## src/rtl/lane_rr_arbiter.sv

```systemverilog
// lane_rr_arbiter: shares one registered output lane among requesters a, b, c.
// A winner keeps the lane until the last beat of its packet is accepted; the
// priority pointer advances past the winner only when a packet completes.
//
// Handshake: a beat moves when valid && ready are both high on a rising edge;
// ready never depends on the same requester's valid, and valid may change
// freely while not accepted.
module lane_rr_arbiter #(
    parameter int WIDTH = 8
) (
    input  logic             clk,
    input  logic             rst,
    input  logic             a_valid,
    input  logic [WIDTH-1:0] a_data,
    input  logic             a_last,
    output logic             a_ready,
    input  logic             b_valid,
    input  logic [WIDTH-1:0] b_data,
    input  logic             b_last,
    output logic             b_ready,
    input  logic             c_valid,
    input  logic [WIDTH-1:0] c_data,
    input  logic             c_last,
    output logic             c_ready,
    output logic             out_valid,
    output logic [WIDTH-1:0] out_data,
    output logic             out_last,
    input  logic             out_ready,
    output logic             busy,
    output logic [7:0]       pkt_count
);

    typedef enum logic [1:0] {LANE_A = 2'd0, LANE_B = 2'd1, LANE_C = 2'd2} lane_t;
    typedef enum logic {IDLE = 1'b0, LOCKED = 1'b1} state_t;

    // All control state in one struct so checkers can bind to ctrl_q directly.
    typedef struct packed {
        state_t state;
        lane_t  owner;
        lane_t  ptr;
    } ctrl_t;

    ctrl_t ctrl_q, ctrl_d;

    function automatic lane_t lane_next(input lane_t l);
        case (l)
            LANE_A:  return LANE_B;
            LANE_B:  return LANE_C;
            default: return LANE_A;
        endcase
    endfunction

    function automatic logic lane_valid(input lane_t l, input logic [2:0] v);
        case (l)
            LANE_A:  return v[0];
            LANE_B:  return v[1];
            default: return v[2];
        endcase
    endfunction

    logic [2:0]       req_valid;
    lane_t            search1, search2;
    lane_t            grant;
    logic             grant_vld;
    logic             space;
    logic             sel_valid;
    logic [WIDTH-1:0] sel_data;
    logic             sel_last;
    logic             accept;

    assign req_valid = {c_valid, b_valid, a_valid};
    assign search1   = lane_next(ctrl_q.ptr);
    assign search2   = lane_next(search1);

    // Grant: the owner while locked, else first valid requester from ptr.
    always_comb begin
        grant_vld = 1'b0;
        grant     = ctrl_q.ptr;
        if (ctrl_q.state == LOCKED) begin
            grant_vld = 1'b1;
            grant     = ctrl_q.owner;
        end else if (lane_valid(ctrl_q.ptr, req_valid)) begin
            grant_vld = 1'b1;
            grant     = ctrl_q.ptr;
        end else if (lane_valid(search1, req_valid)) begin
            grant_vld = 1'b1;
            grant     = search1;
        end else if (lane_valid(search2, req_valid)) begin
            grant_vld = 1'b1;
            grant     = search2;
        end
    end

    // Mux the granted requester's beat toward the output buffer.
    always_comb begin
        sel_valid = 1'b0;
        sel_data  = '0;
        sel_last  = 1'b0;
        case (grant)
            LANE_A: begin
                sel_valid = a_valid;
                sel_data  = a_data;
                sel_last  = a_last;
            end
            LANE_B: begin
                sel_valid = b_valid;
                sel_data  = b_data;
                sel_last  = b_last;
            end
            default: begin
                sel_valid = c_valid;
                sel_data  = c_data;
                sel_last  = c_last;
            end
        endcase
    end

    // The buffer can take a beat when empty or draining this same cycle.
    assign space  = !out_valid || out_ready;
    assign accept = !rst && grant_vld && sel_valid && space;

    assign a_ready = !rst && grant_vld && (grant == LANE_A) && space;
    assign b_ready = !rst && grant_vld && (grant == LANE_B) && space;
    assign c_ready = !rst && grant_vld && (grant == LANE_C) && space;

    assign busy = (ctrl_q.state == LOCKED);

    // Next-state: lock on a non-final beat, release and rotate on a final beat.
    always_comb begin
        ctrl_d = ctrl_q;
        if (accept) begin
            if (sel_last) begin
                ctrl_d.state = IDLE;
                ctrl_d.ptr   = lane_next(grant);
            end else begin
                ctrl_d.state = LOCKED;
                ctrl_d.owner = grant;
            end
        end
    end

    // Control state register.
    always_ff @(posedge clk) begin
        if (rst) begin
            ctrl_q <= '{state: IDLE, owner: LANE_A, ptr: LANE_A};
        end else begin
            ctrl_q <= ctrl_d;
        end
    end

    // Single-entry output buffer and completed-packet counter.
    always_ff @(posedge clk) begin
        if (rst) begin
            out_valid <= 1'b0;
            out_data  <= '0;
            out_last  <= 1'b0;
            pkt_count <= 8'd0;
        end else begin
            if (accept) begin
                out_valid <= 1'b1;
                out_data  <= sel_data;
                out_last  <= sel_last;
            end else if (out_ready) begin
                out_valid <= 1'b0;
            end
            if (accept && sel_last) begin
                pkt_count <= pkt_count + 8'd1;
            end
        end
    end

endmodule

```

## config.mk

```make
export PLATFORM = sky130hd
export DESIGN_NAME = lane_rr_arbiter
export DESIGN_NICKNAME = d
export VERILOG_FILES = /design/src/rtl/lane_rr_arbiter.sv
export SDC_FILE = /design/constraint.sdc
export NUM_CORES = 1
export LEC_CHECK = 0
export BUFFER_PORTS_ARGS = -buffer_cell sky130_fd_sc_hd__buf_2
export CAP_MARGIN = 25
export CORE_UTILIZATION = 50
export CTS_CLUSTER_SIZE = 16
export DETAILED_ROUTE_END_ITERATION = 8
export GPL_TIMING_DRIVEN = 1
export PLACE_DENSITY = 0.81
export SLEW_MARGIN = 40
export SYNTH_ARGS = -nofsm -noshare
export SYNTH_HDL_FRONTEND = slang
export SYNTH_SLANG_ARGS = --single-unit
```

## constraint.sdc

```tcl
create_clock -name clk -period 4.6 [get_ports clk]
set_input_delay 0.46 -clock clk [delete_from_list [all_inputs] [get_ports clk]]
set_output_delay 0.46 -clock clk [all_outputs]
set_load 0.01 [all_outputs]
```

==> reports/qor.txt, run 1 <==
Worst-skew pair later-pin latency: 0.32 ns
Clock Tree Root: sky130_fd_sc_hd__clkbuf_4
Fin Setup TNS: 0 ns
Starting density of the core: 52.8%
Vias/cell: 5.62
Reg-to-Reg Start: ctrl_q[0]
Global-route wire length before repair: 4930 um
Resize count post-CTS: 0
Initial antenna violation count: 0
Violation count after the first detailed-routing iteration: 15
Actual transition at the worst max-transition pin: 0.682 ns
Final core utilization: 65.1%
Worst setup startpoint: ctrl_q[0]
Cell leakage power: 0.739 nW
Leading cell types in the layout, fill and taps excluded: 54 x sky130_fd_sc_hd__buf_2, 26 x sky130_fd_sc_hd__nand2_1, 23 x sky130_fd_sc_hd__dfxtp_1
Worst setup timing slack at the placement stage: 2.01 ns
Cell count after synthesis: 157
Cell Rows: 18
IO buf count: 54
Total core area: 2450 um2
Width of the die: 52.9 um
Slew headroom: 54.0%
Number of remaining DRC errors: 0
Overflow after GRT: 0
Reg2reg path depth: 7
Final GP Congestion: 0.844
Post-Synthesis Mean Instance Area: 8.25 um2
Synthesized netlist net count: 191
Synthesized area: 1290 um2
Diode insertion count for antenna repair: 0
Vertical die dimension: 52.9 um
Distinct cells, synth: 34
Post-detailed-placement half-perimeter wirelength: 2310 um
Post-Route Hold Slack: 0.442 ns
Clock H-tree levels: 1
Type of the worst setup path: reg -> reg
Yosys warning count: 0
Setup repair after global routing missed its margin: false
Cell area after layout: 1600 um2
Layout net count: 242
Setup crit end kind: flip-flop
Final max-slew violation count: 0
Detail Route Antenna Nets: 0
Hold buffers post-CTS: 0
Count of flip-flops with a built-in enable after synthesis: 0
Maximum fanout along the worst path: 18
Register-to-register setup slack: 2.18 ns
Routed WL: 3050 um
Design Power: 0.506 mW
DP Area: 1570 um2
Part of the cycle the worst path needs: 52.6%
Most frequent standard cell in the layout excluding fill and tap cells: sky130_fd_sc_hd__buf_2
I/O pin cnt: 55
# clock sinks: 23
Run status: finished, final reports clean
Number of hold-slack violations in the final timing report: 0
Last element of the critical path: pkt_count[7]
Worst clock skew: 0.00251 ns
TritonCTS clock tree: done
Max Root-Sink Buffers: 2
Reg2Reg Capture Point: pkt_count[7]
Least setup slack across all paths after layout: 2.18 ns
CP Launch Type: flip-flop
TritonCTS Buffers: 3
Total power density per cell area: 316 nW/um2
Final instance count without filler cells: 237
Overall die area: 2800 um2
Type of the tightest min-delay check: in -> reg
Inst Count DP: 233
Global routing usage summed across all routing layers: 24.0%
FFs w/ async S/R, synth: 0%
Setup-violating endpoint count in the final report: 0
Min cycle time layout: 2.42 ns
Max Clk Rate: 413 MHz
Required time worst endpoint: 4.86 ns
Register area share after synthesis: 35.6%
Detailed-router iteration count before antenna repair: 4
Max rail drop VDD: 0.229 mV
Count of vias placed by the detailed router: 1332
Maximum number of pins on one net before global-route repair: 26
Post-synthesis register bit count: 23
Clock transition at the registers of the reported paths: 0.13 ns
Top flip-flop cell by instance count after synthesis: sky130_fd_sc_hd__dfxtp_1
Relative area change from synthesis to final layout: 23.5%
Vias in the first global route: 1137
Share of final-layout standard cells stronger than drive strength 1: 31.4%
Post-CTS setup buffer count: 0
Max-cap check violation count: 0
WL/cell: 12.9 um
Data arrival time of the worst path: 2.68 ns
worst max-delay path: stages (launching register included):
cell	delay [ns]
sky130_fd_sc_hd__dfxtp_1	0.39
sky130_fd_sc_hd__inv_1	0.09
sky130_fd_sc_hd__o41a_1	0.48
sky130_fd_sc_hd__o21a_4	0.22
sky130_fd_sc_hd__o211ai_4	0.24
sky130_fd_sc_hd__nand4_4	0.25
sky130_fd_sc_hd__or4_1	0.53
sky130_fd_sc_hd__a21oi_1	0.15
cell usage after synthesis (2+ instances only):
| cell type | count | area (um2) |
|---|---|---|
| sky130_fd_sc_hd__a21oi_1 | 19 | 95.1 |
| sky130_fd_sc_hd__and2_1 | 3 | 18.8 |
| sky130_fd_sc_hd__buf_2 | 4 | 20.0 |
| sky130_fd_sc_hd__clkbuf_1 | 5 | 18.8 |
| sky130_fd_sc_hd__dfxtp_1 | 23 | 460 |
| sky130_fd_sc_hd__inv_1 | 4 | 15.0 |
| sky130_fd_sc_hd__mux2i_1 | 11 | 110 |
| sky130_fd_sc_hd__nand2_1 | 26 | 97.6 |
| sky130_fd_sc_hd__nand2b_1 | 5 | 31.3 |
| sky130_fd_sc_hd__nand3_1 | 3 | 15.0 |
| sky130_fd_sc_hd__nand4_1 | 2 | 12.5 |
| sky130_fd_sc_hd__nor2_1 | 9 | 33.8 |
| sky130_fd_sc_hd__nor2b_1 | 3 | 18.8 |
| sky130_fd_sc_hd__nor3b_1 | 2 | 15.0 |
| sky130_fd_sc_hd__o211ai_1 | 9 | 67.6 |
| sky130_fd_sc_hd__o211ai_4 | 2 | 42.5 |
| sky130_fd_sc_hd__o21ai_1 | 4 | 20.0 |
| sky130_fd_sc_hd__o31ai_1 | 2 | 15.0 |
| sky130_fd_sc_hd__or3_1 | 5 | 31.3 |
| sky130_fd_sc_hd__or4_1 | 2 | 15.0 |
flip-flops by register name (all words and copies together) (netlist names):
| name | cells |
|---|---|
| out_last | 1 |
| out_data | 8 |
| ctrl_q | 4 |
| out_valid | 1 |
| busy | 1 |
| pkt_count | 8 |
worst min path at each step:
stage,slack (ns),cells past startpoint,start,end
final,0.44,3,out_ready,out_valid
after global routing,0.44,3,c_data[3],out_data[3]
after CTS,0.43,3,out_ready,out_valid
after detailed placement,0.45,2,out_data[2],out_data[2]
after global placement,0.44,2,out_data[0],out_data[0]
after floorplan,0.45,2,ctrl_q[0],ctrl_q[0]
cell families after synthesis:
logic type / Yosys count / share of synthesized area [%]
compound gates: 45 / 25.2
xor+xnor: 1 / 0.676
fa+ha+maj: 1 / 0.966
buf+inv: 13 / 4.15
flops: 23 / 35.6
mux: 11 / 8.50
simple gates: 63 / 24.9
final cells by class:
type / count / area (um2)
well taps: 30 / 37.5
inverters: 4 / 15.0
repair buffers: 55 / 278
clock inverters: 1 / 5.00
clock buffers: 3 / 22.5
flip-flops and latches: 23 / 460
fillers: 218 / 856
multi-input cells: 121 / 781
layer usage:
| metal | share of wire [%] | global-route usage (%) |
|---|---|---|
| met4 | 1.3 | 9.65 |
| met5 | 0 | 0 |
| met3 | 4.2 | 4.02 |
| met1 | 46 | 29.0 |
| met2 | 49 | 41.6 |
power breakdown:
| part | internal [mW] | leakage [nW] | switching [mW] |
|---|---|---|---|
| registers | 0.218 | 0.187 | 0.0144 |
| clock network | 0.0326 | 0.0177 | 0.0649 |
| logic | 0.0743 | 0.534 | 0.102 |
| total | 0.324 | 0.739 | 0.181 |
Power figures use the tool's default switching activity.
==> run 2, diff against run 1 <==
--- a/config.mk
+++ b/config.mk
@@ -7,11 +7,11 @@
 export LEC_CHECK = 0
 export BUFFER_PORTS_ARGS = -buffer_cell sky130_fd_sc_hd__buf_2
 export CAP_MARGIN = 25
-export CORE_UTILIZATION = 50
+export CORE_UTILIZATION = 42
 export CTS_CLUSTER_SIZE = 16
 export DETAILED_ROUTE_END_ITERATION = 8
 export GPL_TIMING_DRIVEN = 1
-export PLACE_DENSITY = 0.81
+export PLACE_DENSITY = 0.73
 export SLEW_MARGIN = 40
 export SYNTH_ARGS = -nofsm -noshare
 export SYNTH_HDL_FRONTEND = slang
==> constraint.sdc (replaced) <==
create_clock -name clk -period 2 [get_ports clk]
set_input_delay 0.2 -clock clk [delete_from_list [all_inputs] [get_ports clk]]
set_output_delay 0.2 -clock clk [all_outputs]
set_load 0.01 [all_outputs]
==> reports/qor.txt, run 2 (same netlist as run 1, synthesis figures left out) <==
Count of vias placed by the detailed router: 1434 (+7.7%)
Reg2reg path depth: 8 (+1)
Maximum fanout along the worst path: 6 (-12)
Hold_sp: out_ready
I/O pin cnt: 55 (unchanged)
Final max-slew violation count: 0 (unchanged)
Vias/cell: 5.47 (-2.6%)
# clock sinks: 23 (unchanged)
TritonCTS Buffers: 3 (unchanged)
DP Area: 1740 um2 (+11%)
Worst min-delay path endpoint: out_valid
Post-detailed-placement half-perimeter wirelength: 2610 um (+13%)
Top routing layer used: met4
Worst-skew pair later-pin latency: 0.32 ns (about the same)
Number of filler cells placed in the layout: 248 (+14%)
Failing checks: design-rule violations, negative setup slack
Run status: complete, but fails checks
Overall die area: 3310 um2 (+18%)
Max Root-Sink Buffers: 2 (unchanged)
WL/cell: 13.2 um (+2.2%)
Width of the die: 57.5 um (+8.8%)
Diode insertion count for antenna repair: 0 (unchanged)
Fin Setup TNS: -0.0574 ns (-0.0574 ns)
Setup repair after global routing missed its margin: true
Min cycle time layout: 2.02 ns (-0.401 ns)
Relative area change from synthesis to final layout: 43.2%
Share of final-layout standard cells stronger than drive strength 1: 44.2% (+13 points)
Type of the tightest min-delay check: in -> reg
Cell Rows: 19 (+1)
Total core area: 2830 um2 (+15%)
Global-route wire length before repair: 5730 um (+16%)
Setup-violating endpoint count in the final report: 3 (+3)
Number of remaining DRC errors: 4 (+4)
Met2 routed WL: 1730 um (+16%)
Violation count after the first detailed-routing iteration: 48 (+33)
Max rail drop VDD: 0.474 mV (+110%)
Starting density of the core: 45.8% (-7.0 points)
Wire length on met3: 161 um (+26%)
Leading cell types in the layout, fill and taps excluded: 54 x sky130_fd_sc_hd__buf_2, 25 x sky130_fd_sc_hd__nand2_1, 20 x sky130_fd_sc_hd__dfxtp_1, 20 x sky130_fd_sc_hd__buf_4, 17 x sky130_fd_sc_hd__a21oi_1
Vertical die dimension: 57.5 um (+8.8%)
Register-to-register setup slack: -0.02 ns (-2.20 ns)
Layout net count: 266 (+9.9%)
Maximum number of pins on one net before global-route repair: 25 (-3.8%)
CP Launch Type: flip-flop
Overflow after GRT: 0 (unchanged)
Clock transition at the registers of the reported paths: 0.14 ns (about the same)
Initial antenna violation count: 0 (unchanged)
Routed WL: 3450 um (+13%)
Global routing usage summed across all routing layers: 21.9% (-2.1 points)
Clock H-tree levels: 1 (unchanged)
Worst setup timing slack at the placement stage: -0.0988 ns (-2.11 ns)
Data arrival time of the worst path: 2.28 ns (-0.40 ns)
Final core utilization: 65.5% (+0.41 points)
Setup crit end kind: flip-flop
Max Clk Rate: 495 MHz (+20%)
Wl on met1: 1520 um (+9.0%)
TritonCTS clock tree: done
IO buf count: 54 (unchanged)
Actual transition at the worst max-transition pin: 0.320 ns (-0.362 ns)
Part of the cycle the worst path needs: 101% (+48 points)
Type of the worst setup path: reg -> reg
Cell area after layout: 1850 um2 (+16%)
Worst clock skew: 0.00929 ns (+0.00679 ns)
Least setup slack across all paths after layout: -0.0202 ns (-2.20 ns)
Hold Path Depth: 3 (unchanged)
Hold buffers post-CTS: 0 (unchanged)
Design Power: 1.30 mW (+160%)
Final GP Congestion: 0.933 (+11%)
Total power density per cell area: 703 nW/um2 (+120%)
Slew headroom: 78.6% (+25 points)
Number of hold-slack violations in the final timing report: 0 (unchanged)
Clock Tree Root: sky130_fd_sc_hd__clkbuf_4
Required time worst endpoint: 2.26 ns (-2.60 ns)
Detail Route Antenna Nets: 0 (unchanged)
Reg2Reg Capture Point: pkt_count[4]
Reg-to-Reg Start: ctrl_q[0]
Vias in the first global route: 1350 (+19%)
Detailed-router iteration count before antenna repair: 6 (+2)
Biggest registers after layout: out_data: 8 flops, pkt_count: 8 flops, ctrl_q: 4 flops
Max-cap check violation count: 0 (unchanged)
Most frequent standard cell in the layout excluding fill and tap cells: sky130_fd_sc_hd__buf_2
Cell leakage power: 0.877 nW (+19%)
run 2: layout make-up:
cell class | instances | area, um2 | area share, %
clock buffers | 3 | 22.5 | 1.21
clock inverters | 1 | 5.00 | 0.270
inverters | 4 | 15.0 | 0.810
multi-input cells | 121 | 823 | 44.4
flip-flops and latches | 23 | 464 | 25.0
well taps | 31 | 38.8 | 2.09
repair buffers | 79 | 485 | 26.2
run 2: through the flow:
stage               hold WS, ns  cells
floorplan                 0.408    157
global placement          0.443    255
detailed placement        0.448    255
CTS                       0.172    261
global route              0.188    262
finish                    0.176    262
run 2: worst max-delay path by stage:
stage	slack, ns	endpoint	start	cells after the start
3_5_place_dp	-0.1	pkt_count[4]	a_valid	9
5_1_grt	-0.12	pkt_count[4]	ctrl_q[0]	8
2_1_floorplan	-0.008	pkt_count[7]	busy	7
4_1_cts	-0.06	pkt_count[4]	ctrl_q[1]	8
3_3_place_gp	-0.02	pkt_count[4]	a_valid	9
6_report	-0.02	pkt_count[4]	ctrl_q[0]	8
run 2: worst max-delay path, cell delays in order (launching register included):
cell and delay, ns:
sky130_fd_sc_hd__dfxtp_2 0.35, sky130_fd_sc_hd__inv_2 0.04, sky130_fd_sc_hd__o41a_1 0.45, sky130_fd_sc_hd__o21a_4 0.16, sky130_fd_sc_hd__o211ai_4 0.21, sky130_fd_sc_hd__nand4_4 0.16, sky130_fd_sc_hd__buf_6 0.16, sky130_fd_sc_hd__or3_4 0.32
sky130_fd_sc_hd__a21oi_2 0.11
run 2: repair_timing:
| item | 4_1_cts | 5_1_grt |
|---|---|---|
| setup endpoints to repair | 18 | 23 |
| pin swaps | 6 | 10 |
| gates resized for setup | 9 | 10 |
| gates cloned | 0 | 0 |
| setup buffers | 2 | 1 |
run 2: report_power, final:
part,switching (mW),total [mW],internal (mW)
Combinational,0.278,0.553,0.275
Clock,0.147,0.222,0.0749
Sequential,0.0278,0.530,0.502
Total,0.453,1.30,0.852
run 2: routing by layer:
| layer | global-route usage, % | vias up |
|---|---|---|
| li1 | - | 718 |
| met1 | 26.2 | 655 |
| met2 | 40.5 | 57 |
| met3 | 2.27 | 4 |
| met4 | 6.97 | 0 |
| met5 | 0 | - |
